### src/rtl/mul_div_unit_if.sv
// -----------------------------------------------------------------------------
// mul_div_unit_if
//   Request/response bundle between the EX stage and the multiply/divide unit.
//
//   Signals
//     req_valid  request present (EX -> MDU)
//     req_ready  unit can accept this cycle (MDU -> EX)
//     op         3-bit operation code (MULT/MULTU/DIV/DIVU/MTHI/MTLO/no-op)
//     src1       rs operand: multiplicand / dividend / MTHI-MTLO data
//     src2       rt operand: multiplier / divisor
//     flush      pipeline flush, aborts any in-flight operation
//     busy       unit is working on a mul/div (EX stalls on this)
//     done       one-cycle pulse when HI/LO take a mul/div result
//     hi, lo     architectural HI/LO registers
//
//   Modports
//     master  EX stage / testbench side
//     slave   mul_div_unit side
// -----------------------------------------------------------------------------
interface mul_div_unit_if #(
    parameter int DATA_W = 32
) ();
    logic              req_valid;
    logic              req_ready;
    logic [2:0]        op;
    logic [DATA_W-1:0] src1;
    logic [DATA_W-1:0] src2;
    logic              flush;
    logic              busy;
    logic              done;
    logic [DATA_W-1:0] hi;
    logic [DATA_W-1:0] lo;

    modport master (
        output req_valid, op, src1, src2, flush,
        input  req_ready, busy, done, hi, lo
    );

    modport slave (
        input  req_valid, op, src1, src2, flush,
        output req_ready, busy, done, hi, lo
    );
endinterface

### src/rtl/mul_div_unit.sv
// -----------------------------------------------------------------------------
// mul_div_unit
//   Multi-cycle multiply/divide unit owning the MIPS32 HI/LO register pair.
//   Handles MULT, MULTU, DIV, DIVU (radix-2, one bit per cycle on operand
//   magnitudes, sign fixed up at the end) and MTHI/MTLO (written at accept).
//   Op codes: 000 MULT, 001 MULTU, 010 DIV, 011 DIVU, 100 MTHI, 101 MTLO,
//   11x no-op.
//
//   Ports
//     clk     rising-edge clock
//     resetn  asynchronous active-low reset
//     bus     mul_div_unit_if.slave (request handshake, flush, status, hi/lo)
//
//   Build option
//     MDU_FAST_MUL_EN  when defined, MULT/MULTU use a single-cycle 32x32
//                      product and skip the iterative phase (1-cycle latency).
//                      When undefined, every mul/div takes 33 cycles and no
//                      hardware multiplier is instantiated.
// -----------------------------------------------------------------------------
module mul_div_unit #(
    parameter int DATA_W = 32
) (
    input  logic          clk,
    input  logic          resetn,
    mul_div_unit_if.slave bus
);
    localparam int CNT_W = $clog2(DATA_W);

    typedef enum logic [1:0] {
        S_IDLE = 2'd0,
        S_CALC = 2'd1,
        S_FIX  = 2'd2
    } state_t;

    // Two's-complement negate when n is set.
    function automatic logic [DATA_W-1:0] cond_neg(input logic [DATA_W-1:0] v,
                                                   input logic n);
        return n ? ({DATA_W{1'b0}} - v) : v;
    endfunction

    function automatic logic [2*DATA_W-1:0] cond_neg2(input logic [2*DATA_W-1:0] v,
                                                      input logic n);
        return n ? ({(2*DATA_W){1'b0}} - v) : v;
    endfunction

    state_t              state_q, state_d;
    logic [CNT_W-1:0]    cnt_q, cnt_d;
    // Multiply: {partial product high, remaining multiplier bits}.
    // Divide:   {partial remainder, dividend bits shifting into quotient}.
    logic [2*DATA_W-1:0] acc_q, acc_d;
    // Multiplicand magnitude (mul) or divisor magnitude (div).
    logic [DATA_W-1:0]   opnd_q, opnd_d;
    logic                is_div_q, is_div_d;
    logic                neg_q, neg_d;      // negate product / quotient
    logic                rneg_q, rneg_d;    // negate remainder (dividend sign)
    logic                div0_q, div0_d;
    logic [DATA_W-1:0]   hi_q, hi_d;
    logic [DATA_W-1:0]   lo_q, lo_d;
    logic                done_q, done_d;

    logic                accept;
    logic                is_signed;
    logic                src1_neg, src2_neg;
    logic [DATA_W-1:0]   mag1, mag2;
    logic [DATA_W:0]     add_sum;
    logic [2*DATA_W-1:0] mul_step;
    logic [DATA_W:0]     rem_sh;
    logic                rem_ge;
    logic [DATA_W-1:0]   rem_sub;
    logic [2*DATA_W-1:0] div_step;
    logic [2*DATA_W-1:0] mul_res;
    logic [DATA_W-1:0]   quo_res, rem_res;

    assign bus.req_ready = (state_q == S_IDLE) && !bus.flush;
    assign bus.busy      = (state_q != S_IDLE);
    assign bus.done      = done_q;
    assign bus.hi        = hi_q;
    assign bus.lo        = lo_q;

    assign accept    = bus.req_valid && bus.req_ready;
    // op[0] distinguishes the unsigned variants of mul/div.
    assign is_signed = !bus.op[0];
    assign src1_neg  = is_signed && bus.src1[DATA_W-1];
    assign src2_neg  = is_signed && bus.src2[DATA_W-1];
    assign mag1      = cond_neg(bus.src1, src1_neg);
    assign mag2      = cond_neg(bus.src2, src2_neg);

    // Shift-add: add multiplicand into the high half when the current
    // multiplier bit is set, then shift the whole accumulator right.
    assign add_sum  = {1'b0, acc_q[2*DATA_W-1:DATA_W]} + {1'b0, opnd_q};
    assign mul_step = acc_q[0] ? {add_sum, acc_q[DATA_W-1:1]} : {1'b0, acc_q[2*DATA_W-1:1]};

    // Restoring divide: shift next dividend bit into the remainder and
    // subtract the divisor when it fits. The shifted remainder is always
    // below twice the divisor, so the difference fits in DATA_W bits.
    // A zero divisor always "fits", giving an all-ones quotient and the
    // dividend magnitude as remainder.
    assign rem_sh   = acc_q[2*DATA_W-1:DATA_W-1];
    assign rem_ge   = (rem_sh >= {1'b0, opnd_q});
    assign rem_sub  = rem_sh[DATA_W-1:0] - opnd_q;
    assign div_step = rem_ge ? {rem_sub, acc_q[DATA_W-2:0], 1'b1}
                             : {rem_sh[DATA_W-1:0], acc_q[DATA_W-2:0], 1'b0};

    assign mul_res = cond_neg2(acc_q, neg_q);
    assign quo_res = div0_q ? {DATA_W{1'b1}} : cond_neg(acc_q[DATA_W-1:0], neg_q);
    assign rem_res = cond_neg(acc_q[2*DATA_W-1:DATA_W], rneg_q);

    always_comb begin
        state_d  = state_q;
        cnt_d    = cnt_q;
        acc_d    = acc_q;
        opnd_d   = opnd_q;
        is_div_d = is_div_q;
        neg_d    = neg_q;
        rneg_d   = rneg_q;
        div0_d   = div0_q;
        hi_d     = hi_q;
        lo_d     = lo_q;
        done_d   = 1'b0;

        case (state_q)
            S_IDLE: begin
                if (accept) begin
                    case (bus.op)
                        3'b000, 3'b001: begin
                            is_div_d = 1'b0;
                            neg_d    = src1_neg ^ src2_neg;
                            rneg_d   = 1'b0;
                            div0_d   = 1'b0;
                            opnd_d   = mag1;
                            cnt_d    = '0;
`ifdef MDU_FAST_MUL_EN
                            acc_d    = {{DATA_W{1'b0}}, mag1} * {{DATA_W{1'b0}}, mag2};
                            state_d  = S_FIX;
`else
                            acc_d    = {{DATA_W{1'b0}}, mag2};
                            state_d  = S_CALC;
`endif
                        end
                        3'b010, 3'b011: begin
                            is_div_d = 1'b1;
                            neg_d    = src1_neg ^ src2_neg;
                            rneg_d   = src1_neg;
                            div0_d   = (bus.src2 == {DATA_W{1'b0}});
                            opnd_d   = mag2;
                            acc_d    = {{DATA_W{1'b0}}, mag1};
                            cnt_d    = '0;
                            state_d  = S_CALC;
                        end
                        3'b100:  hi_d = bus.src1;
                        3'b101:  lo_d = bus.src1;
                        default: ;
                    endcase
                end
            end
            S_CALC: begin
                acc_d = is_div_q ? div_step : mul_step;
                cnt_d = cnt_q + CNT_W'(1);
                if (cnt_q == {CNT_W{1'b1}}) begin
                    state_d = S_FIX;
                end
            end
            S_FIX: begin
                hi_d    = is_div_q ? rem_res : mul_res[2*DATA_W-1:DATA_W];
                lo_d    = is_div_q ? quo_res : mul_res[DATA_W-1:0];
                done_d  = 1'b1;
                state_d = S_IDLE;
            end
            default: state_d = S_IDLE;
        endcase

        // Flush aborts whatever is in flight and blocks the HI/LO write.
        if (bus.flush) begin
            state_d = S_IDLE;
            hi_d    = hi_q;
            lo_d    = lo_q;
            done_d  = 1'b0;
        end
    end

    always_ff @(posedge clk or negedge resetn) begin
        if (!resetn) begin
            state_q  <= S_IDLE;
            cnt_q    <= '0;
            acc_q    <= '0;
            opnd_q   <= '0;
            is_div_q <= 1'b0;
            neg_q    <= 1'b0;
            rneg_q   <= 1'b0;
            div0_q   <= 1'b0;
            hi_q     <= '0;
            lo_q     <= '0;
            done_q   <= 1'b0;
        end else begin
            state_q  <= state_d;
            cnt_q    <= cnt_d;
            acc_q    <= acc_d;
            opnd_q   <= opnd_d;
            is_div_q <= is_div_d;
            neg_q    <= neg_d;
            rneg_q   <= rneg_d;
            div0_q   <= div0_d;
            hi_q     <= hi_d;
            lo_q     <= lo_d;
            done_q   <= done_d;
        end
    end
endmodule
### src/flat_wrapper.sv
// flat-port wrapper written by rule: the top's interface ports become plain ports
module mul_div_unit_flat 
#(
    parameter int DATA_W = 32
)
  (clk, resetn, bus_req_valid, bus_op, bus_src1, bus_src2, bus_flush, bus_req_ready, bus_busy, bus_done, bus_hi, bus_lo);
  mul_div_unit_if #(.DATA_W(DATA_W)) bus_i ();
  input  logic clk;
  input  logic resetn;
  input wire logic [$bits(bus_i.req_valid)-1:0] bus_req_valid;
  input wire logic [$bits(bus_i.op)-1:0] bus_op;
  input wire logic [$bits(bus_i.src1)-1:0] bus_src1;
  input wire logic [$bits(bus_i.src2)-1:0] bus_src2;
  input wire logic [$bits(bus_i.flush)-1:0] bus_flush;
  output wire logic [$bits(bus_i.req_ready)-1:0] bus_req_ready;
  output wire logic [$bits(bus_i.busy)-1:0] bus_busy;
  output wire logic [$bits(bus_i.done)-1:0] bus_done;
  output wire logic [$bits(bus_i.hi)-1:0] bus_hi;
  output wire logic [$bits(bus_i.lo)-1:0] bus_lo;
  assign bus_i.req_valid = bus_req_valid;
  assign bus_i.op = bus_op;
  assign bus_i.src1 = bus_src1;
  assign bus_i.src2 = bus_src2;
  assign bus_i.flush = bus_flush;
  assign bus_req_ready = bus_i.req_ready;
  assign bus_busy = bus_i.busy;
  assign bus_done = bus_i.done;
  assign bus_hi = bus_i.hi;
  assign bus_lo = bus_i.lo;
  mul_div_unit #(.DATA_W(DATA_W)) u_core (.clk(clk), .resetn(resetn), .bus(bus_i));
endmodule
### config.mk
export PLATFORM = sky130hd
export DESIGN_NAME = mul_div_unit_flat
export DESIGN_NICKNAME = d
export VERILOG_FILES = /design/src/rtl/mul_div_unit_if.sv /design/src/rtl/mul_div_unit.sv /design/src/flat_wrapper.sv
export SDC_FILE = /design/constraint.sdc
export NUM_CORES = 1
export LEC_CHECK = 0
export ABC_AREA = 1
export CAP_MARGIN = 20
export CORE_ASPECT_RATIO = 1.2
export CORE_MARGIN = 5
export CORE_UTILIZATION = 45
export DETAILED_ROUTE_END_ITERATION = 7
export PLACE_DENSITY = 0.63
export REMOVE_ABC_BUFFERS = 1
export SLEW_MARGIN = 40
export SYNTH_ARGS = -nofsm -noshare
export SYNTH_HDL_FRONTEND = slang
export SYNTH_SLANG_ARGS = --single-unit
### constraint.sdc
create_clock -name clk -period 4.8 [get_ports clk]
set_input_delay 0.96 -clock clk [delete_from_list [all_inputs] [get_ports clk]]
set_output_delay 0.96 -clock clk [all_outputs]
set_load 0.005 [all_outputs]
### After elaboration in Yosys (flattened, before gate mapping)

Cells that the tools add are included.

* bits in registers: 172
* input bits: 71
* output and inout port bits: 67
* word-level logic and storage cells: 95

* add/subtract/negate cells: 8
* order comparisons: 1
* equal/unequal tests: 16
* muxes and demuxes: 34
* bitwise gates (word level): 2
* reductions and logical operators: 23

Operator list (number)
* $mux W32: 11
* $mux W64: 5
* $pmux W64 S2: 2
* $pmux W32 S2: 3
* $sub A1 B32 Y32 const A: 4
* $sub A1 B64 Y64 const A: 1
* $add A32 B32 Y33: 1
* $ge A33 B32 Y1: 1
* $logic_not A32 Y1: 1
* $sub A32 B32 Y32: 1
* $reduce_and A3 Y1: 5
* $mux W5: 2
* $pmux W5 S2: 1
* $mux W2: 4
* $reduce_and A4 Y1: 2
* $reduce_bool A2 Y1: 4
* $eq A3 B2 Y1 const B: 2
* $eq A3 B3 Y1 const B: 2
* $ne A2 B2 Y1 const B: 3
* $ne A3 B2 Y1 const B: 2
* $ne A3 B3 Y1 const B: 2
* $pmux W1 S2: 3
* $add A5 B1 Y5 const B: 1
* $eq A5 B5 Y1 const B: 1
* other kinds (14): 20

### Logic depth before layout (Yosys ltp)

Gate-level depths: netlist (run 1).

* depth after elaboration: 6
* mapped depth: 18
* depth with buffers taken out: 18

### Worst setup path after synthesis (run 1)

OpenSTA, ideal clock, no wires.

* path kind: input-to-reg
* from: input bus_src1[1]
* to: register u_core.acc_q[16]
* setup time: 0.121 ns
* data arrival time: 2.268 ns
* data required time: 4.679 ns
* slack: 2.410 ns
* stages on the path: 13
* path buffers: 0
* cells stage by stage: inv_1 > ha_1 > nand3_1 > nor2_1 > nand2_1 > o21ai_2 > o21ai_0 > nand2_1 > nand2_1 > nand2_1 > nand2_1 > nand2_1 > a21oi_1

* longest elaborated chain between the ends: 5

Ends and longest elaborated chain
* from (decl): line flat_wrapper.sv:12 `input wire logic [$bits(bus_i.src1)-1:0] bus_src1;`
* $sub A1 B32 Y32: line mul_div_unit.sv:38 `return n ? ({DATA_W{1'b0}} - v) : v;`
* $mux W32: line mul_div_unit.sv:38
* $pmux W64 S2: line mul_div_unit.sv:124 `case (bus.op)`
* $mux W64: line mul_div_unit.sv:123 `if (accept) begin`
* $pmux W64 S2: line mul_div_unit.sv:121 `case (state_q)`
* to (signal assigned): line mul_div_unit.sv:185 `acc_q <= '0;`
* to (signal assigned): line mul_div_unit.sv:197 `acc_q <= acc_d;`
* to (decl): line mul_div_unit.sv:50 `logic [2*DATA_W-1:0] acc_q, acc_d;`

No other way between the ends. The select of a mux whose other input is x is not followed.
A chain may end at the register's enable or synchronous reset.

### Final worst setup path (run 1)

* from: input bus_op[0]
* to: register u_core.acc_q[8]

* longest elaborated chain between the ends: 6
* elaborated cells on any way between the ends: 16
* classes of those cells: 4 x eq/ne; 5 x mux; 7 x reduce/logical

Ends and longest elaborated chain
* from (decl): line flat_wrapper.sv:11 `input wire logic [$bits(bus_i.op)-1:0] bus_op;`
* parallel branches: the longest is 6 deep, another holds $pmux W64 S2

Parallel ways; which one is timed is not known. The select of a mux whose other input is x is not followed.

==> results of run 1 <==
[flip-flops by register name, indices dropped and copies added (netlist names)]
signal	count
u_core.acc_q	64
u_core.bus.done	1
u_core.bus.hi	32
u_core.bus.lo	32
u_core.cnt_q	5
u_core.div0_q	1
u_core.is_div_q	1
u_core.neg_q	1
u_core.opnd_q	32
u_core.rneg_q	1
u_core.state_q	2
[per-layer routing]
metal | global-route usage, % | wire length [um] | vias up
li1 | - | - | 10300
met1 | 46.0 | 32800 | 10400
met2 | 63.7 | 41200 | 1341
met3 | 8.10 | 8270 | 346
met4 | 28.0 | 8030 | 2
met5 | 0 | 12 | -
[stage by stage]
| stage | std cells | instance area [um^2] | power, uW |
|---|---|---|---|
| after global routing | 3788 | 20700 | 12300 |
| after global placement | 3755 | 20000 | 9670 |
| after CTS | 3787 | 20600 | 11300 |
| after floorplan | 3058 | 17700 | 6880 |
| final | 3788 | 20700 | 11600 |
| after detailed placement | 3755 | 20000 | 9720 |
[final cells by class]
class / instances / share of cell area [%]
clock buffer: 18 / 2.13
clock inverter: 14 / 0.993
inverter: 404 / 7.34
multi-input combinational: 2482 / 57.6
sequential: 172 / 20.8
tap: 533 / 3.23
timing repair buffer: 165 / 7.85
[power groups by stage]
| stage | clock (uW) | combinational, uW | sequential, uW |
|---|---|---|---|
| after detailed placement | 0 | 7040 | 2680 |
| after floorplan | 0 | 4510 | 2370 |
| after global placement | 0 | 6990 | 2680 |
| final | 1610 | 7240 | 2720 |
| after CTS | 1600 | 7090 | 2660 |
| after global routing | 1660 | 7940 | 2720 |
[cells by family (layout without fill, tap and decap cells)]
family	Yosys count	in the layout	synth area share (%)
buf+inv	507	601	10.7
compound gates	491	491	14.9
xor+xnor	57	57	2.75
flops	172	172	23.7
fa+ha+maj	72	72	5.05
simple gates	1862	1862	42.8
[worst max-delay path by stage]
stage / end / slack [ps] / cells after the start / start
detailed placement: u_core.acc_q[8]$_DFFE_PN0P_ / 1020 / 10 / bus_op[0]
global placement: u_core.acc_q[8]$_DFFE_PN0P_ / 1040 / 10 / bus_op[0]
CTS: u_core.acc_q[1]$_DFFE_PN0P_ / 1480 / 8 / bus_op[0]
floorplan: u_core.bus.hi[26]$_DFFE_PN0P_ / 770 / 8 / u_core.is_div_q$_DFFE_PN0P_
finish: u_core.acc_q[8]$_DFFE_PN0P_ / 1350 / 10 / bus_op[0]
global route: u_core.acc_q[16]$_DFFE_PN0P_ / 1310 / 11 / bus_op[0]
[cell usage in the layout (no fill, tap or decap), types with 14 or more instances in the layout]
cell type / synthesis / final
nor3_1: 23 / 23
clkbuf_16: 0 / 17
dfrtp_1: 172 / 171
nand3_1: 327 / 327
a21oi_1: 233 / 233
inv_1: 394 / 392
o211ai_1: 28 / 28
ha_1: 70 / 70
nand3b_1: 20 / 20
buf_4: 2 / 25
nor2_1: 448 / 445
clkdlybuf4s50_1: 0 / 136
o21ai_0: 154 / 154
a22oi_1: 16 / 16
nand4_1: 48 / 48
nand2_1: 956 / 956
xnor2_1: 14 / 14
xor2_1: 43 / 43
==> flow_summary.yaml, run 1 <==
floorplan:
  dieHeight_um: 230
  die_w_um: 193
  initial_core_util_pct: 45.5
  ios: 138
  die_area_mm2: 0.0444
  fp-row-count: 80
  core-area_mm2: 0.0398
logic_synthesis:
  yosys-top-cells-count: "nand2_1 (956), nor2_1 (448), inv_1 (394), nand3_1 (327), a21oi_1 (233)"
  async_flop_share_pct: 100
  netlist_area_mm2: 0.0181
  synth_cell_types: 47
  synth_top_cells_by_area: "dfrtp_1 (24%), nand2_1 (20%), nor2_1 (9.3%)"
  yosysTopAreaCell: "dfrtp_1"
  yosysMostFrequentCell: "nand2_1"
  yosys_most_used_dff: "dfrtp_1"
  ys_ff_latch: 172
  ys_warn_count: 0
  netlist_instances: 3161
  syn_area_per_cell_um2: 5.74
  synth_edf_count: 0
  ys_seq_area_share_pct: 23.7
  yosysTopAreaCellShare_pct: 23.7
detailed_routing:
  num_vias: 22400
  ant_nets: 0
  drt_iter0_drc: 2338
  drc: 0
  wl_per_cell_um: 23.8
  dr.pass1.iters: 7
  via_per_inst: 5.91
  routed_wl_um: 90200
worst_setup_path:
  r2r_cells: 14
  cpLargestDelayFamily: "buffers and inverters"
  cp_data_required_time_ps: 5200
  cp_max_fo: 25
  cp_num_buf_inv: 3
  crit_path_frequent_cell: "nand2_1"
  reg2reg_from: "u_core.opnd_q[20]$_DFFE_PN0P_"
  worstSetupStartpointType: "input pin"
  crit_type: "in2reg"
  cp_cell_sequence: "clkdlybuf4s50_1 -> nor2_4 -> buf_4 -> clkinv_1 -> nor2_1 -> xor2_1 -> nand2_1 -> nand3_1 -> o211ai_1 -> nand2_1"
  cpMaxStageDelayCell: "clkdlybuf4s50_1"
  slowest_delay_ps: 660
  end_kind: "flop"
  cp_data_arrival_time_ps: 3860
  r2r_slack_ps: 1410
  r2r-end: "u_core.acc_q[39]$_DFFE_PN0P_"
clock_network:
  root_buffer: "clkbuf_16"
  clk_path_buf_depth: 2
  cts_tree: "built"
  clk_latency_ps: 470
  clkSinkCount: 172
  hold_buffers: 0
  cts_max_level: 4
  path_clk_slew_ps: 70
  cts_buffers: 17
  post_cts_resized: 0
  post_cts_buffers: 0
placement:
  port_buffers: 137
  preCtsSetupSlack_ps: 1020
  place_congestion: 1.06
  dp_hpwl_um: 72300
power:
  combPwrFrac_pct: 62.6
  switching_share_pct: 55.5
  intPower_uw: 5140
  vdd_drop_max_mv: 0.394
  p_sw_uw: 6420
  power_leakage_uw: 0.0103
  power_frac_seq_pct: 23.5
  power_density_mw_per_mm2: 560
  clock_power_share_pct: 13.9
grt:
  grt_max_degree: 96
  grt_pass1_vias: 21200
  grt_pass1_wl_um: 133000
  grt-ovfl-total: 0
  antenna_found_initial: 1
  grt_usage_pct: 39.2
sta:
  maxSlewViolCount: 0
  setup_violations: 0
  whs_ps: 332
  timing.slew.headroom_pct: 38.0
  period_share_pct: 72.0
  layout_min_cycle_time_ps: 3450
  timing.final.ws_setup_ps: 1350
  clock_skew_ps: 16.2
  hold_viol: 0
  max_clock_freq_mhz: 289
  fin_setup_tns_ps: 0
  tightestPinTransition_ps: 929
  rsz0062_at_grt: "no"
layout:
  drive_gt1_share_pct: 3.53
  multi_input_area_mm2: 0.0119
  syn_to_final_growth_pct: 13.9
  antenna_cells: 0
  final_util_pct: 51.9
  nets: 3385
  n_fill_cell: 4326
  seqCellArea_mm2: 0.00431
hold_path:
  hold_class: "in2async"
status:
  status: "completed"
job:
  drv_cap: 0
Power figures use the tool's default switching activity.
==> inputs of run 2 (changes only) <==
==> constraint.sdc (replaced) <==
create_clock -name clk -period 3.25 [get_ports clk]
set_input_delay 0.65 -clock clk [delete_from_list [all_inputs] [get_ports clk]]
set_output_delay 0.65 -clock clk [all_outputs]
set_load 0.005 [all_outputs]
==> run 2 against run 1 <==
  * First-iteration DRC count up 12%
  * Critical path depth is the same
  * Cell area rose by 2.8%
  * Worst hold slack lost 190 ps
  * Combinational power grew 62%
  * Via count increased by 1.6%
  * Utilization increased by 1.4 points
  * Register-to-register slack worse by 1300 ps
  * Count of clock-buffer cells in the layout stayed put
  * Flip-flop and latch count stayed put
  * Critical endpoint is now u_core.bus.hi[0]$_DFFE_PN0P_
  * Highest routed layer is now met4
==> flow_summary.yaml, run 2 (same netlist as run 1, synthesis figures left out) <==
clock_network:
  clkSinkCount: 172
  post_cts_resized: 0
  hold_buffers: 0
  cts_max_level: 4
  post_cts_buffers: 0
  path_clk_slew_ps: 80
  clk_path_buf_depth: 2
  cts_tree: "built"
  clk_latency_ps: 480
  root_buffer: "clkbuf_16"
  cts_buffers: 17
power:
  combPwrFrac_pct: 67.4
  clock_power_share_pct: 12.8
  intPower_uw: 7780
  switching_share_pct: 55.2
  power_density_mw_per_mm2: 818
  p_sw_uw: 9580
  power_frac_seq_pct: 19.9
  power_leakage_uw: 0.0107
  vdd_drop_max_mv: 0.698
worst_setup_path:
  cpLargestDelayFamily: "simple AND/OR/NAND/NOR gates"
  cp_data_arrival_time_ps: 3500
  cp_max_fo: 4
  crit_type: "reg2reg"
  cp_num_buf_inv: 1
  cpMaxStageDelayCell: "dfrtp_1"
  end_kind: "flop"
  worstSetupStartpointType: "flop"
  slowest_delay_ps: 520
  cp_cell_sequence: "nor2_1 -> nand2_1 -> nor2_1 -> nand2_1 -> nor2_1 -> inv_1 -> o21ai_2 -> or2_2 -> nand3_1 -> a31oi_1"
  crit_path_frequent_cell: "nor2_1"
  cp_data_required_time_ps: 3650
grt:
  grt_usage_pct: 38.8
  grt_pass1_vias: 21700
  antenna_found_initial: 0
  grt_pass1_wl_um: 132000
  grt_max_degree: 95
  grt-ovfl-total: 0
floorplan:
  dieHeight_um: 230
  fp-row-count: 80
  core-area_mm2: 0.0398
  die_area_mm2: 0.0444
  initial_core_util_pct: 45.5
  ios: 138
  die_w_um: 193
layout:
  final_cell_mix: "nand2_1 (956), nor2_1 (445), inv_1 (393)"
  drive_gt1_share_pct: 5.56
  regMostFlops: "u_core.acc_q"
  multi_input_area_mm2: 0.0119
  seqCellArea_mm2: 0.00431
  n_fill_cell: 4229
  nets: 3457
  syn_to_final_growth_pct: 17.1
  layout_commonest_cell: "nand2_1"
  stdcell_area_mm2: 0.0212
  largest_reg_flops: 64
detailed_routing:
  met2_wirelength_um: 39800
  via_per_inst: 5.89
  drt-met1-wl_um: 33300
  routed_wl_um: 89700
  dr.pass1.iters: 6
  num_vias: 22700
  routed.top_layer: "met4"
  ant_nets: 0
  wl_per_cell_um: 23.2
  drc: 0
  dr_wl_met3_um: 8280
  drt_iter0_drc: 2617
status:
  status: "completed"
placement:
  dp_hpwl_um: 72400
  place_congestion: 1.05
  port_buffers: 137
  place_area_mm2: 0.0206
sta:
  hold_viol: 0
  clock_skew_ps: 16.9
  maxSlewViolCount: 0
  layout_min_cycle_time_ps: 3100
  max_clock_freq_mhz: 322
  timing.slew.headroom_pct: 45.2
  tightestPinTransition_ps: 814
  setup_violations: 0
  fin_setup_tns_ps: 0
  period_share_pct: 95.5
  rsz0062_at_grt: "no"
hold_path:
  hold_class: "in2async"
job:
  drv_cap: 0
==> run 2: changes by cell type in the layout (fill, tap and decap cells not counted), sizes merged <==
| cell | change |
|---|---|
| buf | +72 |
| clkinv | +4 |
| bufinv | -3 |
| clkinvlp | -1 |
| diode | +1 |
==> run 2: power by group through the flow <==
stage                     sequential, uW  combinational [uW]  clock (uW)
after floorplan                     3500                6670           0
after global placement              3430               11300           0
after detailed placement            3450               11300           0
after CTS                           3410               11400        2220
after global routing                3500               12700        2300
final                               3450               11700        2220
==> run 2: area by class of cell <==
cell class / count / area share, %
diodes: 1 / 0.0118
clock buffers: 18 / 2.07
clock inverters: 14 / 0.813
inverters: 404 / 7.14
multi-input cells: 2482 / 56.1
flip-flops and latches: 172 / 20.3
well taps: 533 / 3.14
repair buffers: 237 / 10.5
==> run 2: through the flow <==
step	std cells	setup WS (ps)	util (%)	total power (uW)	hold WS (ps)
3_5_place_dp	3828	179	51.8	14800	483
2_1_floorplan	3058	-785	-	10200	354
6_report	3861	147	53.3	17400	141
3_3_place_gp	3828	241	51.8	14700	474
5_1_grt	3860	164	53.3	18500	180
4_1_cts	3860	322	53.3	17100	157
==> run 2: worst paths after layout <==
path / slack [ps] / from / to / cells past startpoint
max: 150 / u_core.acc_q[7]$_DFFE_PN0P_ / u_core.bus.hi[0]$_DFFE_PN0P_ / 10
max in group asynchronous: 2240 / resetn / u_core.is_div_q$_DFFE_PN0P_ / 2
min reg2reg: 490 / u_core.bus.lo[24]$_DFFE_PN0P_ / u_core.bus.lo[24]$_DFFE_PN0P_ / 2
max reg2reg: 150 / u_core.acc_q[7]$_DFFE_PN0P_ / u_core.bus.hi[0]$_DFFE_PN0P_ / 10
min: 140 / resetn / u_core.bus.hi[4]$_DFFE_PN0P_ / 1
min in group clk: 490 / u_core.bus.lo[24]$_DFFE_PN0P_ / u_core.bus.lo[24]$_DFFE_PN0P_ / 2
==> run 2: per-layer routing <==
layer,global-route usage [%],vias to the layer above
met3,8.13,367
met5,0,-
met4,29.7,0
met1,46.0,10500
met2,61.5,1399
li1,-,10500
